## config.mk

```make
export PLATFORM = sky130hd
export DESIGN_NAME = bus_timer_responder
export DESIGN_NICKNAME = d
export VERILOG_FILES = /design/src/rtl/bus_timer_responder.sv
export SDC_FILE = /design/constraint.sdc
export NUM_CORES = 1
export LEC_CHECK = 0
export ABC_AREA = 1
export CORE_UTILIZATION = 60
export DETAILED_ROUTE_END_ITERATION = 6
export HOLD_SLACK_MARGIN = 0.12
export PLACE_DENSITY = 0.81
export SETUP_SLACK_MARGIN = 0.02
export SYNTH_ARGS = -nofsm -noshare
export SYNTH_HDL_FRONTEND = slang
export SYNTH_SLANG_ARGS = --single-unit
```

## constraint.sdc

```tcl
create_clock -name clk -period 3.5 [get_ports clk]
set_input_delay 0.7 -clock clk [delete_from_list [all_inputs] [get_ports clk]]
set_output_delay 0.7 -clock clk [all_outputs]
set_load 0.03 [all_outputs]
```

## src/rtl/bus_timer_responder.sv

```systemverilog
// APB-like responder hosting a 64-bit machine timer (mtime/mtimecmp, control, prescaler)
// with a fixed number of wait states before each transfer completes.
module bus_timer_responder #(
    parameter int unsigned WaitCycles         = 0,
    parameter bit          CounterResetEnable = 1'b1
) (
    input  logic        clk,
    input  logic        rst,
    input  logic [31:0] addr,
    input  logic        select,
    input  logic        enable,
    input  logic        write,
    input  logic [31:0] wdata,
    output logic [31:0] rdata,
    output logic        ready,
    output logic        irqTimer,
    output logic [1:0]  dbg_state
);
    typedef enum logic [1:0] {
        ST_IDLE = 2'd0,
        ST_WAIT = 2'd1,
        ST_RESP = 2'd2
    } state_t;

    localparam logic [3:0] WAIT_INIT = 4'(WaitCycles);

    state_t      r_state;
    state_t      w_next_state;
    logic [3:0]  r_wait_cnt;
    logic [2:0]  r_off;
    logic        r_write;
    logic [31:0] r_wdata;
    logic [31:0] r_rdata;

    logic [63:0] r_mtime;
    logic [63:0] r_mtimecmp;
    logic        r_count_en;
    logic        r_irq_en;
    logic [15:0] r_prescale;
    logic [15:0] r_pcnt;
    logic        r_irq;

    logic        w_start;
    logic        w_commit;
    logic [2:0]  w_off;
    logic        w_write;
    logic [31:0] w_wdata;
    logic [31:0] w_rd_val;
    logic        w_unused_addr;

    // Handshake: a transfer starts when select&&enable is seen in IDLE; ready is a
    // single-cycle pulse, and rdata carries read data only while ready is high.
    assign w_start       = (r_state == ST_IDLE) && select && enable;
    assign w_off         = w_start ? addr[4:2] : r_off;
    assign w_write       = w_start ? write : r_write;
    assign w_wdata       = w_start ? wdata : r_wdata;
    assign w_commit      = (w_next_state == ST_RESP) && (r_state != ST_RESP);
    assign w_unused_addr = ^{addr[31:5], addr[1:0]};

    always_ff @(posedge clk) begin
        if (rst) begin
            r_state    <= ST_IDLE;
            r_wait_cnt <= '0;
            r_off      <= '0;
            r_write    <= 1'b0;
            r_wdata    <= '0;
            r_rdata    <= '0;
        end else begin
            r_state <= w_next_state;
            if (w_start) begin
                r_wait_cnt <= WAIT_INIT;
                r_off      <= addr[4:2];
                r_write    <= write;
                r_wdata    <= wdata;
            end else if (r_state == ST_WAIT) begin
                r_wait_cnt <= r_wait_cnt - 4'd1;
            end
            if (w_commit) begin
                r_rdata <= w_write ? 32'd0 : w_rd_val;
            end
        end
    end

    always_comb begin
        w_next_state = r_state;
        case (r_state)
            ST_IDLE: begin
                if (select && enable) begin
                    w_next_state = (WaitCycles == 0) ? ST_RESP : ST_WAIT;
                end
            end
            ST_WAIT: begin
                if (!select) begin
                    w_next_state = ST_IDLE;
                end else if (r_wait_cnt == 4'd1) begin
                    w_next_state = ST_RESP;
                end
            end
            ST_RESP: w_next_state = ST_IDLE;
            default: w_next_state = ST_IDLE;
        endcase
    end

    always_comb begin
        ready     = (r_state == ST_RESP);
        rdata     = (r_state == ST_RESP) ? r_rdata : 32'd0;
        irqTimer  = r_irq;
        dbg_state = r_state;
    end

    always_comb begin
        w_rd_val = 32'd0;
        case (w_off)
            3'd0: w_rd_val = r_mtime[31:0];
            3'd1: w_rd_val = r_mtime[63:32];
            3'd2: w_rd_val = r_mtimecmp[31:0];
            3'd3: w_rd_val = r_mtimecmp[63:32];
            3'd4: w_rd_val = {30'd0, r_irq_en, r_count_en};
            3'd5: w_rd_val = {16'd0, r_prescale};
            default: w_rd_val = 32'd0;
        endcase
    end

    // Bus writes are placed after the increment so a write to either mtime half
    // replaces the whole incremented value for that cycle.
    always_ff @(posedge clk) begin
        if (rst) begin
            r_mtime    <= '0;
            r_mtimecmp <= '1;
            r_count_en <= CounterResetEnable;
            r_irq_en   <= 1'b0;
            r_prescale <= '0;
            r_pcnt     <= '0;
            r_irq      <= 1'b0;
        end else begin
            if (r_count_en) begin
                if (r_pcnt == r_prescale) begin
                    r_pcnt  <= '0;
                    r_mtime <= r_mtime + 64'd1;
                end else begin
                    r_pcnt <= r_pcnt + 16'd1;
                end
            end
            if (w_commit && w_write) begin
                case (w_off)
                    3'd0: r_mtime <= {r_mtime[63:32], w_wdata};
                    3'd1: r_mtime <= {w_wdata, r_mtime[31:0]};
                    3'd2: r_mtimecmp[31:0] <= w_wdata;
                    3'd3: r_mtimecmp[63:32] <= w_wdata;
                    3'd4: begin
                        r_count_en <= w_wdata[0];
                        r_irq_en   <= w_wdata[1];
                    end
                    3'd5: begin
                        r_prescale <= w_wdata[15:0];
                        r_pcnt     <= '0;
                    end
                    default: ;
                endcase
            end
            r_irq <= r_irq_en && (r_mtime >= r_mtimecmp);
        end
    end
endmodule

```

# After elaboration in Yosys (flattened, before gate mapping)
# Cells that the tools add are included.
[totals]
regBits = 237
latch_bits = 0
ram_bits = 0
romBits = 0
inputBits = 69
output_inout_bits = 36
elab_cells = 63
memories = 0
[op_classes]
addsub = 3
mul = 0
div_mod_pow = 0
magnitude_cmp = 1
n_eq_ne = 13
shifts = 0
muxes = 18
bitwise = 0
n_reduce_logical = 13
[ops]
columns = ["op", "count"]
rows = [
  ["2-to-1 mux 64 bit", 3],
  ["one-hot mux 32 bit (6 select lines)", 1],
  ["one-hot mux 64 bit (2 select lines)", 1],
  ["2-to-1 mux 32 bit", 3],
  ["adder 64 x 1 -> 64 bit, second input constant", 1],
  [">= comparator 64 bit", 1],
  ["2-to-1 mux 16 bit", 4],
  ["adder 16 x 1 -> 16 bit, second input constant", 1],
  ["== test 16 bit", 1],
  ["AND reduction 2 bit", 4],
  ["== test 3 x 2 -> 1 bit, second input constant", 2],
  ["== test 3 bit, second input constant", 2],
  ["logical AND 1 bit", 6],
  ["2-to-1 mux 2 bit", 3],
  ["inequality test 2 bit, second input constant", 3],
  ["== test 2 bit, second input constant", 2],
  ["== test 4 x 1 -> 1 bit, second input constant", 1],
  ["one-hot mux 2 bit (2 select lines)", 1],
  ["subtractor 4 x 1 -> 4 bit, second input constant", 1],
  ["== test 3 x 1 -> 1 bit, second input constant", 1],
  ["zero test 3 bit", 1],
  ["2-to-1 mux 3 bit", 1],
  ["== test 2 x 1 -> 1 bit, second input constant", 1],
  ["zero test 2 bit", 1],
  ["other kinds (2)", 2],
]

# Longest topological paths before layout
# Gate-level depths: netlist (run 1).
[logic_depth]
ltp_word = 8
depth_mapped = 15
ltp_nobuf = 15

# Worst setup path after synthesis (run 1)
# No wires, ideal clock.
[synth_path]
path_type = "reg-to-output"
from = "register r_state[1], in the netlist dbg_state[1]"
to = "output port rdata[10]"
t_arrival_ns = 1.928
required_time_ns = 2.800
slack_ns = 0.872
path_stages_with_launch = 6
n_path_buf = 1
path_cell_list = "dfxtp_1 > inv_1 > nor2_1 > inv_1 > clkbuf_1 > nor2_1"
[synth_between]
elab_chain_len = 2
[synth_lines]
columns = ["item", "line", "text"]
rows = [
  ["start: declaration", "27", "state_t r_state;"],
  ["start signal: assignment", "69", "r_state <= w_next_state;"],
  ["== test 2 bit", "n/a", ""],
  ["net ready", "15", "output logic ready,"],
  ["2-to-1 mux 32 bit", "106", "rdata = (r_state == ST_RESP) ? r_rdata : 32'd0;"],
  ["end: declaration", "14", "output logic [31:0] rdata,"],
]
# The timed path passes the listed nets, and every way through them passes these cells.

# Worst setup path after layout (run 1)
[layout_path]
from = "register r_state[1], in the netlist dbg_state[1]"
to = "output port rdata[31]"
[layout_between]
elab_chain_len = 2
[layout_lines]
columns = ["item", "line"]
rows = [
  ["== test 2 bit", "106"],
  ["2-to-1 mux 32 bit", "106"],
]
# Every way passes these cells.

==> reports/results.md, run 1 <==
| Item | Reported | Unit |
|:---|:---|:---|
| Critical path start-end classification | reg2out | - |
| Critical Path Source | dbg_state[1]$_SDFF_PP0_ | - |
| Congestion Overflow GR | 0 | - |
| Post-CTS setup buffers | 0 | - |
| Number of I/O pins | 105 | - |
| Global-route wire length before repair | 78.1 | mm |
| Clock group share of total power | 0.422 | - |
| Max IR drop VDD | 0.000441 | V |
| Register-to-register setup slack | 770 | ps |
| Library cells used by synthesis | 50 | - |
| Layout-stage area growth over the synthesis result | 14.7 | % |
| Pin count of the biggest net entering global routing | 76 | - |
| Total of cells resized after clock tree synthesis | 0 | - |
| Hold crit path type | reg2reg | - |
| Most frequent cells in the layout | sky130_fd_sc_hd__nand2_1 (424), sky130_fd_sc_hd__inv_1 (284), sky130_fd_sc_hd__dfxtp_1 (237) | - |
| Clock buffer depth | 3 | - |
| Maximum fanout along the worst path | 32 | - |
| Critical Path End | rdata[31] | - |
| Pwr/cell area | 394 | nW/um2 |
| Crit path setup slack, layout | 269 | ps |
| Setup crit start kind | flop | - |
| Endpoints failing hold | 0 | - |
| Wire length on met1 | 20.4 | mm |
| Placeable Area | 22800 | um2 |
| Register area share after synthesis | 0.336 | - |
| Number of register bits inferred by synthesis | 237 | - |
| Net count after synthesis | 2252 | - |
| Sw Pwr | 1.83 | mW |
| Clock Sink Count | 237 | - |
| TNS Setup | 0 | ps |
| Ratio of cells with drive above 1 in the final layout | 0.0801 | - |
| GP Congestion | 1.05 | - |
| End of the worst register-to-register path | r_mtime[56]$_SDFFE_PP0P_ | - |
| Number of synthesis warnings | 0 | - |
| Top routing layer in use | met5 | - |
| Time the worst path needs with I/O delays and setup | 3230 | ps |
| Height of the die | 155 | um |
| Slew Limit Fails | 0 | - |
| Detailed-routing iteration count for the pre-antenna-repair pass | 7 | - |
| Hold depth | 2 | - |
| Post-synth EDFFs | 0 | - |
| Outcome | finished, final reports clean | - |
| Worst reg2reg path startpoint | r_pcnt[0]$_SDFF_PP0_ | - |
| Initial Utilization | 0.619 | - |
| # Max-Cap Violations | 0 | - |
| Leading post-synthesis cells by cell area | sky130_fd_sc_hd__dfxtp_1 (34%), sky130_fd_sc_hd__nand2_1 (11%), sky130_fd_sc_hd__inv_1 (7.5%), sky130_fd_sc_hd__a21oi_1 (6.7%), sky130_fd_sc_hd__ha_1 (6.0%) | - |
| HPWL Detailed | 37.6 | mm |
| Unrepaired setup endpoints after global routing | no | - |
| Number of fill cells | 1953 | - |
| WL met3 | 6.67 | mm |
| Pre-CTS worst setup slack | 250 | ps |
| Clock tree from TritonCTS | done | - |
| Final routed wire length divided by cell count | 20.0 | um |
| Relative contribution of sequential cells to total power | 0.442 | - |
| Total CTS buffers | 27 | - |
| Depth of the worst register-to-register path | 14 | - |
| Area of the mapped netlist | 14100 | um2 |
| CTS hold repair buffers | 0 | - |
| Clock root buffer master | sky130_fd_sc_hd__clkbuf_16 | - |
| P_int | 4.56 | mW |
| Highest Clock Rate | 310 | MHz |
| Antenna violations before repair | 2 | - |
| Avg Cell Area, Syn | 6.68 | um2 |
| Vias in the first global route | 14100 | - |
| Fin crit share | 0.923 | - |
| Gate power share | 0.136 | - |
| Routed wl met2 | 21.3 | mm |
| Share of synthesized flip-flops with an asynchronous set or reset | 0 | - |
| Routed wire length | 50.4 | mm |
| Setup skew after layout | 19.2 | ps |
| Overall fraction of global-route tracks in use | 0.419 | - |
| CTS clk-pin slew, worst paths | 60 | ps |
| Area share of the largest cell type after synthesis | 0.336 | - |
| Clock insertion delay at the later pin of the skew report | 560 | ps |
| Signal arrival time at the worst endpoint | 2530 | ps |
| Switching share of power | 0.287 | - |
| Antenna Diode Count | 0 | - |
| Final setup violation count | 0 | - |
| Vias after detailed routing | 15300 | - |
| Post-detailed-route DRC marker count | 0 | - |
| Die span in x | 155 | um |
| Die Area | 24200 | um2 |
| Number of design-rule violations left by the first detailed-router iteration | 1943 | - |
| Required time reported for the critical path endpoint | 2800 | ps |
| Residual antenna-violating net count after detailed routing | 0 | - |
| Type of destination of the critical path | output port | - |
| Number of levels the H-tree was split into | 1 | - |
| Cell count after synthesis | 2115 | - |
| Mean number of vias per cell | 6.06 | - |
| Worst-margin pin slew | 1100 | ps |
| Leakage Power | 7.01 | nW |
| Port bufs | 75 | - |
| Cell row count | 55 | - |
| Pwr Total | 6.39 | mW |
| Largest area contributor in the synthesized netlist | sky130_fd_sc_hd__dfxtp_1 | - |
| Slew HR | 0.264 | - |
| Post-synth top flop | sky130_fd_sc_hd__dfxtp_1 | - |
| Post-layout net count | 2326 | - |
| Most common cell after layout, fill and taps aside | sky130_fd_sc_hd__nand2_1 | - |
[power by group through the flow]
stage | Sequential [mW] | Combinational, mW | Clock (mW)
final | 2.82 | 0.870 | 2.69
after global routing | 2.83 | 0.927 | 2.82
after CTS | 2.82 | 0.837 | 2.71
after detailed placement | 2.88 | 0.827 | 0
after global placement | 2.87 | 0.813 | 0
after floorplan | 2.86 | 0.526 | 0
[synthesized netlist by cell type, types with 5 or more instances]
cell	n
sky130_fd_sc_hd__nand2_2	7
sky130_fd_sc_hd__xor2_1	12
sky130_fd_sc_hd__a21oi_1	188
sky130_fd_sc_hd__o21ai_0	161
sky130_fd_sc_hd__clkbuf_1	37
sky130_fd_sc_hd__o22ai_1	58
sky130_fd_sc_hd__nand4_1	40
sky130_fd_sc_hd__o21a_1	6
sky130_fd_sc_hd__or2_2	22
sky130_fd_sc_hd__nand2_1	424
sky130_fd_sc_hd__nor3b_1	6
sky130_fd_sc_hd__mux2i_1	12
sky130_fd_sc_hd__nor3_1	44
sky130_fd_sc_hd__o21ai_1	19
sky130_fd_sc_hd__buf_1	9
sky130_fd_sc_hd__ha_1	68
sky130_fd_sc_hd__a31oi_1	21
sky130_fd_sc_hd__nor2_4	5
sky130_fd_sc_hd__nor4_1	5
sky130_fd_sc_hd__inv_1	284
sky130_fd_sc_hd__dfxtp_1	237
sky130_fd_sc_hd__nand3_1	107
sky130_fd_sc_hd__nor2_2	11
sky130_fd_sc_hd__or2_0	6
sky130_fd_sc_hd__o211ai_1	33
sky130_fd_sc_hd__nor2_1	199
sky130_fd_sc_hd__buf_2	37
sky130_fd_sc_hd__inv_2	13
sky130_fd_sc_hd__o21bai_1	7
[final cells by class]
| cell class | instances | area [um2] | area share |
|---|---|---|---|
| well taps | 313 | 392 | 0.0242 |
| flip-flops and latches | 237 | 4740 | 0.293 |
| inverters | 299 | 1120 | 0.0694 |
| multi-input cells | 1489 | 7840 | 0.484 |
| clock inverters | 11 | 65.1 | 0.00401 |
| clock buffers | 38 | 767 | 0.0473 |
| repair buffers | 135 | 1270 | 0.0786 |
[worst max-delay path: stages (launching register included)]
cell	delay (ps)
sky130_fd_sc_hd__dfxtp_1	390
sky130_fd_sc_hd__inv_1	100
sky130_fd_sc_hd__nor2_1	160
sky130_fd_sc_hd__inv_1	410
sky130_fd_sc_hd__nor2_1	240
sky130_fd_sc_hd__clkdlybuf4s50_1	700
[state kept, by name (all words and copies together), names as in the netlist]
| register | cells |
|---|---|
| r_off | 3 |
| r_mtimecmp | 64 |
| r_count_en | 1 |
| r_mtime | 64 |
| r_wdata | 32 |
| r_irq_en | 1 |
| r_pcnt | 16 |
| irqTimer | 1 |
| r_rdata | 32 |
| r_write | 1 |
| r_prescale | 16 |
| r_wait_cnt | 4 |
| dbg_state | 2 |
[kinds of logic (layout without fill, tap and decap cells)]
logic type	Yosys count	count (layout)	share of synthesized area
DFF	237	237	0.336
AOI/OAI and AO/OA	506	506	0.199
and+or+nand+nor	888	888	0.278
buffers and inverters	389	483	0.109
muxes	12	12	0.00850
xor gates and xnor gates	15	15	0.00930
adders and majority gates	68	68	0.0602
[metrics by stage]
stage / utilization / instance area, um2 / std cells / hold WS, ps
after floorplan: - / 14100 / 2115 / 443
after global placement: 0.673 / 15400 / 2473 / 450
after detailed placement: 0.673 / 15400 / 2473 / 456
after CTS: 0.710 / 16200 / 2522 / 466
after global routing: 0.710 / 16200 / 2522 / 483
final: 0.710 / 16200 / 2522 / 465
[how the worst min path moves through the flow]
| stage | startpoint | end | slack, ps |
|---|---|---|---|
| finish | r_rdata[25]$_SDFFE_PP0P_ | r_rdata[25]$_SDFFE_PP0P_ | 470 |
| global route | r_rdata[20]$_SDFFE_PP0P_ | r_rdata[20]$_SDFFE_PP0P_ | 480 |
| CTS | r_rdata[25]$_SDFFE_PP0P_ | r_rdata[25]$_SDFFE_PP0P_ | 470 |
| detailed placement | r_rdata[25]$_SDFFE_PP0P_ | r_rdata[25]$_SDFFE_PP0P_ | 460 |
| global placement | r_mtimecmp[34]$_SDFFE_PP1P_ | r_mtimecmp[34]$_SDFFE_PP1P_ | 450 |
| floorplan | r_mtimecmp[14]$_SDFFE_PP1P_ | r_mtimecmp[14]$_SDFFE_PP1P_ | 440 |
[per-layer routing]
metal  vias up  GRT usage
met3       160      0.101
met2       898      0.632
met1      7065      0.578
li1       7158          -
met4         2      0.155
met5         -          0
No activity file was read; power rests on OpenSTA's default activity.
==> run 2: changes to the inputs <==
Settings changed: CORE_UTILIZATION 60 to 51, PLACE_DENSITY 0.81 to not set, PLACE_DENSITY_LB_ADDON set to 0.25.
==> run 2 against run 1 <==
First-iteration DRC count fell by 21%. Die area rose by 17%. Worst setup slack better by 38 ps. Register-to-register slack lost 20 ps. Wire length rose by 0.69%. Clock power grew 3%. Cell area rose by 0.46%. Clock skew is 3.0 ps higher. Utilization shrank 11 points. Sequential power hardly changed. Global-route usage shrank 6.1 points. Cell count increased by 2.4%. Critical endpoint is now rdata[4]. Largest power group unchanged. Highest routed layer is now met4.
==> reports/results.md, run 2 (synthesis results as in run 1) <==
| Item | Reported | Unit | Delta |
|:---|:---|:---|:---|
| Setup crit start kind | flop | - |  |
| Maximum fanout along the worst path | 32 | - | unchanged |
| Biggest regs | r_mtime x64, r_mtimecmp x64 | - |  |
| Critical Path End | rdata[4] | - |  |
| Worst reg2reg path startpoint | r_mtime[1]$_SDFFE_PP0P_ | - |  |
| Total of cells resized after clock tree synthesis | 0 | - | unchanged |
| Number of placed instances, taps included | 2537 | - | +2.6% |
| Post-CTS setup buffers | 0 | - | unchanged |
| Die span in x | 168 | um | +8.4% |
| Leakage Power | 7.01 | nW | about the same |
| Antenna Diode Count | 0 | - | unchanged |
| Register-to-register setup slack | 750 | ps | -20 ps |
| End of the worst register-to-register path | r_mtime[54]$_SDFFE_PP0P_ | - |  |
| Pre-CTS worst setup slack | 285 | ps | +34.6 ps |
| Outcome | finished, final reports clean | - |  |
| Initial Utilization | 0.521 | - | -0.0971 |
| Clock root buffer master | sky130_fd_sc_hd__clkbuf_16 | - |  |
| TNS Setup | 0 | ps | unchanged |
| Pwr/cell area | 396 | nW/um2 | +0.41% |
| Number of non-filler instances in the completed layout | 2582 | - | +2.4% |
| Total CTS buffers | 25 | - | -7.4% |
| Antenna violations before repair | 0 | - | -2 |
| Clock buffer depth | 3 | - | unchanged |
| HPWL Detailed | 38.5 | mm | +2.3% |
| Highest Clock Rate | 313 | MHz | +1.2% |
| Cell row count | 60 | - | +9.1% |
| Worst-margin pin slew | 909 | ps | -195 ps |
| Endpoints failing hold | 0 | - | unchanged |
| Placeable Area | 27100 | um2 | +19% |
| CTS hold repair buffers | 0 | - | unchanged |
| Number of design-rule violations left by the first detailed-router iteration | 1527 | - | -21% |
| Unrepaired setup endpoints after global routing | no | - |  |
| Routed wire length | 50.7 | mm | +0.69% |
| Number of logic stages on the critical path including buffering | 5 | - | unchanged |
| Crit-path leading delay family | buffers and inverters | - |  |
| Signal arrival time at the worst endpoint | 2490 | ps | -40 ps |
| Depth of the worst register-to-register path | 13 | - | -1 |
| Slew Limit Fails | 0 | - | unchanged |
| Required time reported for the critical path endpoint | 2800 | ps | about the same |
| Number of I/O pins | 105 | - | unchanged |
| Final setup violation count | 0 | - | unchanged |
| Crit path cell chain | inv_1, nor2_1, inv_1, nor2_1, clkdlybuf4s50_1 | - |  |
| Port bufs | 75 | - | unchanged |
| Critical path start-end classification | reg2out | - |  |
| Ratio of cells with drive above 1 in the final layout | 0.0805 | - | +0.000416 |
| Number of levels the H-tree was split into | 1 | - | unchanged |
| Type of destination of the critical path | output port | - |  |
| Time the worst path needs with I/O delays and setup | 3190 | ps | -37.6 ps |
| Vias in the first global route | 13600 | - | -4.2% |
| Residual antenna-violating net count after detailed routing | 0 | - | unchanged |
| Placed cell areas | 15400 | um2 | +0.40% |
| Mean number of vias per cell | 5.75 | - | -5.1% |
| Final non-filler cell area | 16300 | um2 | +0.46% |
| Clock tree from TritonCTS | done | - |  |
| Clock Sink Count | 237 | - | unchanged |
| Vias after detailed routing | 14800 | - | -2.8% |
| Overall fraction of global-route tracks in use | 0.358 | - | -0.0611 |
| End-of-flow core utilization | 0.601 | - | -0.109 |
| Layout-stage area growth over the synthesis result | 15.2 | % |  |
| Clock insertion delay at the later pin of the skew report | 540 | ps | -20 ps |
| Slew HR | 0.393 | - | +0.129 |
| # Max-Cap Violations | 0 | - | unchanged |
| CTS clk-pin slew, worst paths | 60 | ps | about the same |
| Final routed wire length divided by cell count | 19.6 | um | -1.7% |
| Highest cell delay on the worst timing path | 710 | ps | about the same |
| Pin count of the biggest net entering global routing | 62 | - | -18% |
| Fin crit share | 0.912 | - | -0.0108 |
| GP Congestion | 1.04 | - | -1.1% |
| Most frequent cells in the layout | sky130_fd_sc_hd__nand2_1 (424), sky130_fd_sc_hd__inv_1 (284), sky130_fd_sc_hd__dfxtp_1 (237) | - |  |
| CP bufs+invs | 3 | - | unchanged |
| Critical Path Source | dbg_state[1]$_SDFF_PP0_ | - |  |
| Die Area | 28400 | um2 | +17% |
| Congestion Overflow GR | 0 | - | unchanged |
| Pwr Total | 6.44 | mW | +0.88% |
| Most common cell after layout, fill and taps aside | sky130_fd_sc_hd__nand2_1 | - |  |
| Max IR drop VDD | 0.000433 | V | -1.6% |
| Hold crit path type | reg2reg | - |  |
| Crit path setup slack, layout | 307 | ps | +37.6 ps |
| Post-layout net count | 2329 | - | +0.13% |
| Worst path slowest cell | sky130_fd_sc_hd__clkdlybuf4s50_1 | - |  |
| Minimum hold slack | 463 | ps | -1.69 ps |
| Startpoint of the lowest-slack hold path | r_rdata[30]$_SDFFE_PP0P_ | - |  |
| Global-route wire length before repair | 78.3 | mm | +0.22% |
| Detailed-routing iteration count for the pre-antenna-repair pass | 5 | - | -2 |
| Setup skew after layout | 22.1 | ps | +2.99 ps |
| Height of the die | 168 | um | +8.4% |
| Post-detailed-route DRC marker count | 0 | - | unchanged |
run 2: changes by cell type in the layout (fill, tap and decap cells not counted):
cell,previous run,this run
sky130_fd_sc_hd__clkinvlp_4,1,2
sky130_fd_sc_hd__buf_12,6,2
sky130_fd_sc_hd__bufinv_16,0,3
sky130_fd_sc_hd__clkinv_4,1,0
sky130_fd_sc_hd__clkinv_2,8,3
sky130_fd_sc_hd__buf_4,55,64
sky130_fd_sc_hd__clkbuf_16,27,25
run 2: worst min path at each step:
stage          depth (start not counted)                          end  slack, ps
3_5_place_dp                           2      r_rdata[9]$_SDFFE_PP0P_        460
6_report                               2     r_rdata[30]$_SDFFE_PP0P_        460
2_1_floorplan                          2  r_mtimecmp[14]$_SDFFE_PP1P_        440
3_3_place_gp                           2  r_mtimecmp[15]$_SDFFE_PP1P_        450
4_1_cts                                2      r_rdata[9]$_SDFFE_PP0P_        470
5_1_grt                                2     r_rdata[27]$_SDFFE_PP0P_        480
run 2: per-layer routing:
metal | GRT usage | routed length, um
met1 | 0.524 | 22700
met2 | 0.548 | 21700
met3 | 0.0524 | 5120
met4 | 0.0909 | 1290
met5 | 0 | 0
run 2: worst reg2reg max path: cells and delay by family, from the launching register on:
family,cells,cell delay (ps)
buf+inv,1,60
compound gates,1,170
simple gates,10,1840
fa+ha+maj,1,220
flops,1,430
run 2: final cells by class:
type | count | area (um2)
timing repair buffer | 140 | 1260
clock inverter | 9 | 129
inverter | 299 | 1120
clock buffer | 36 | 717
sequential | 237 | 4740
fill | 2662 | 10800
multi-input combinational | 1489 | 7840
tap | 372 | 465
run 2: power by group:
group | switching [mW] | internal [mW] | total, mW
Clock | 1.12 | 1.64 | 2.77
Combinational | 0.589 | 0.269 | 0.859
Sequential | 0.0555 | 2.76 | 2.82
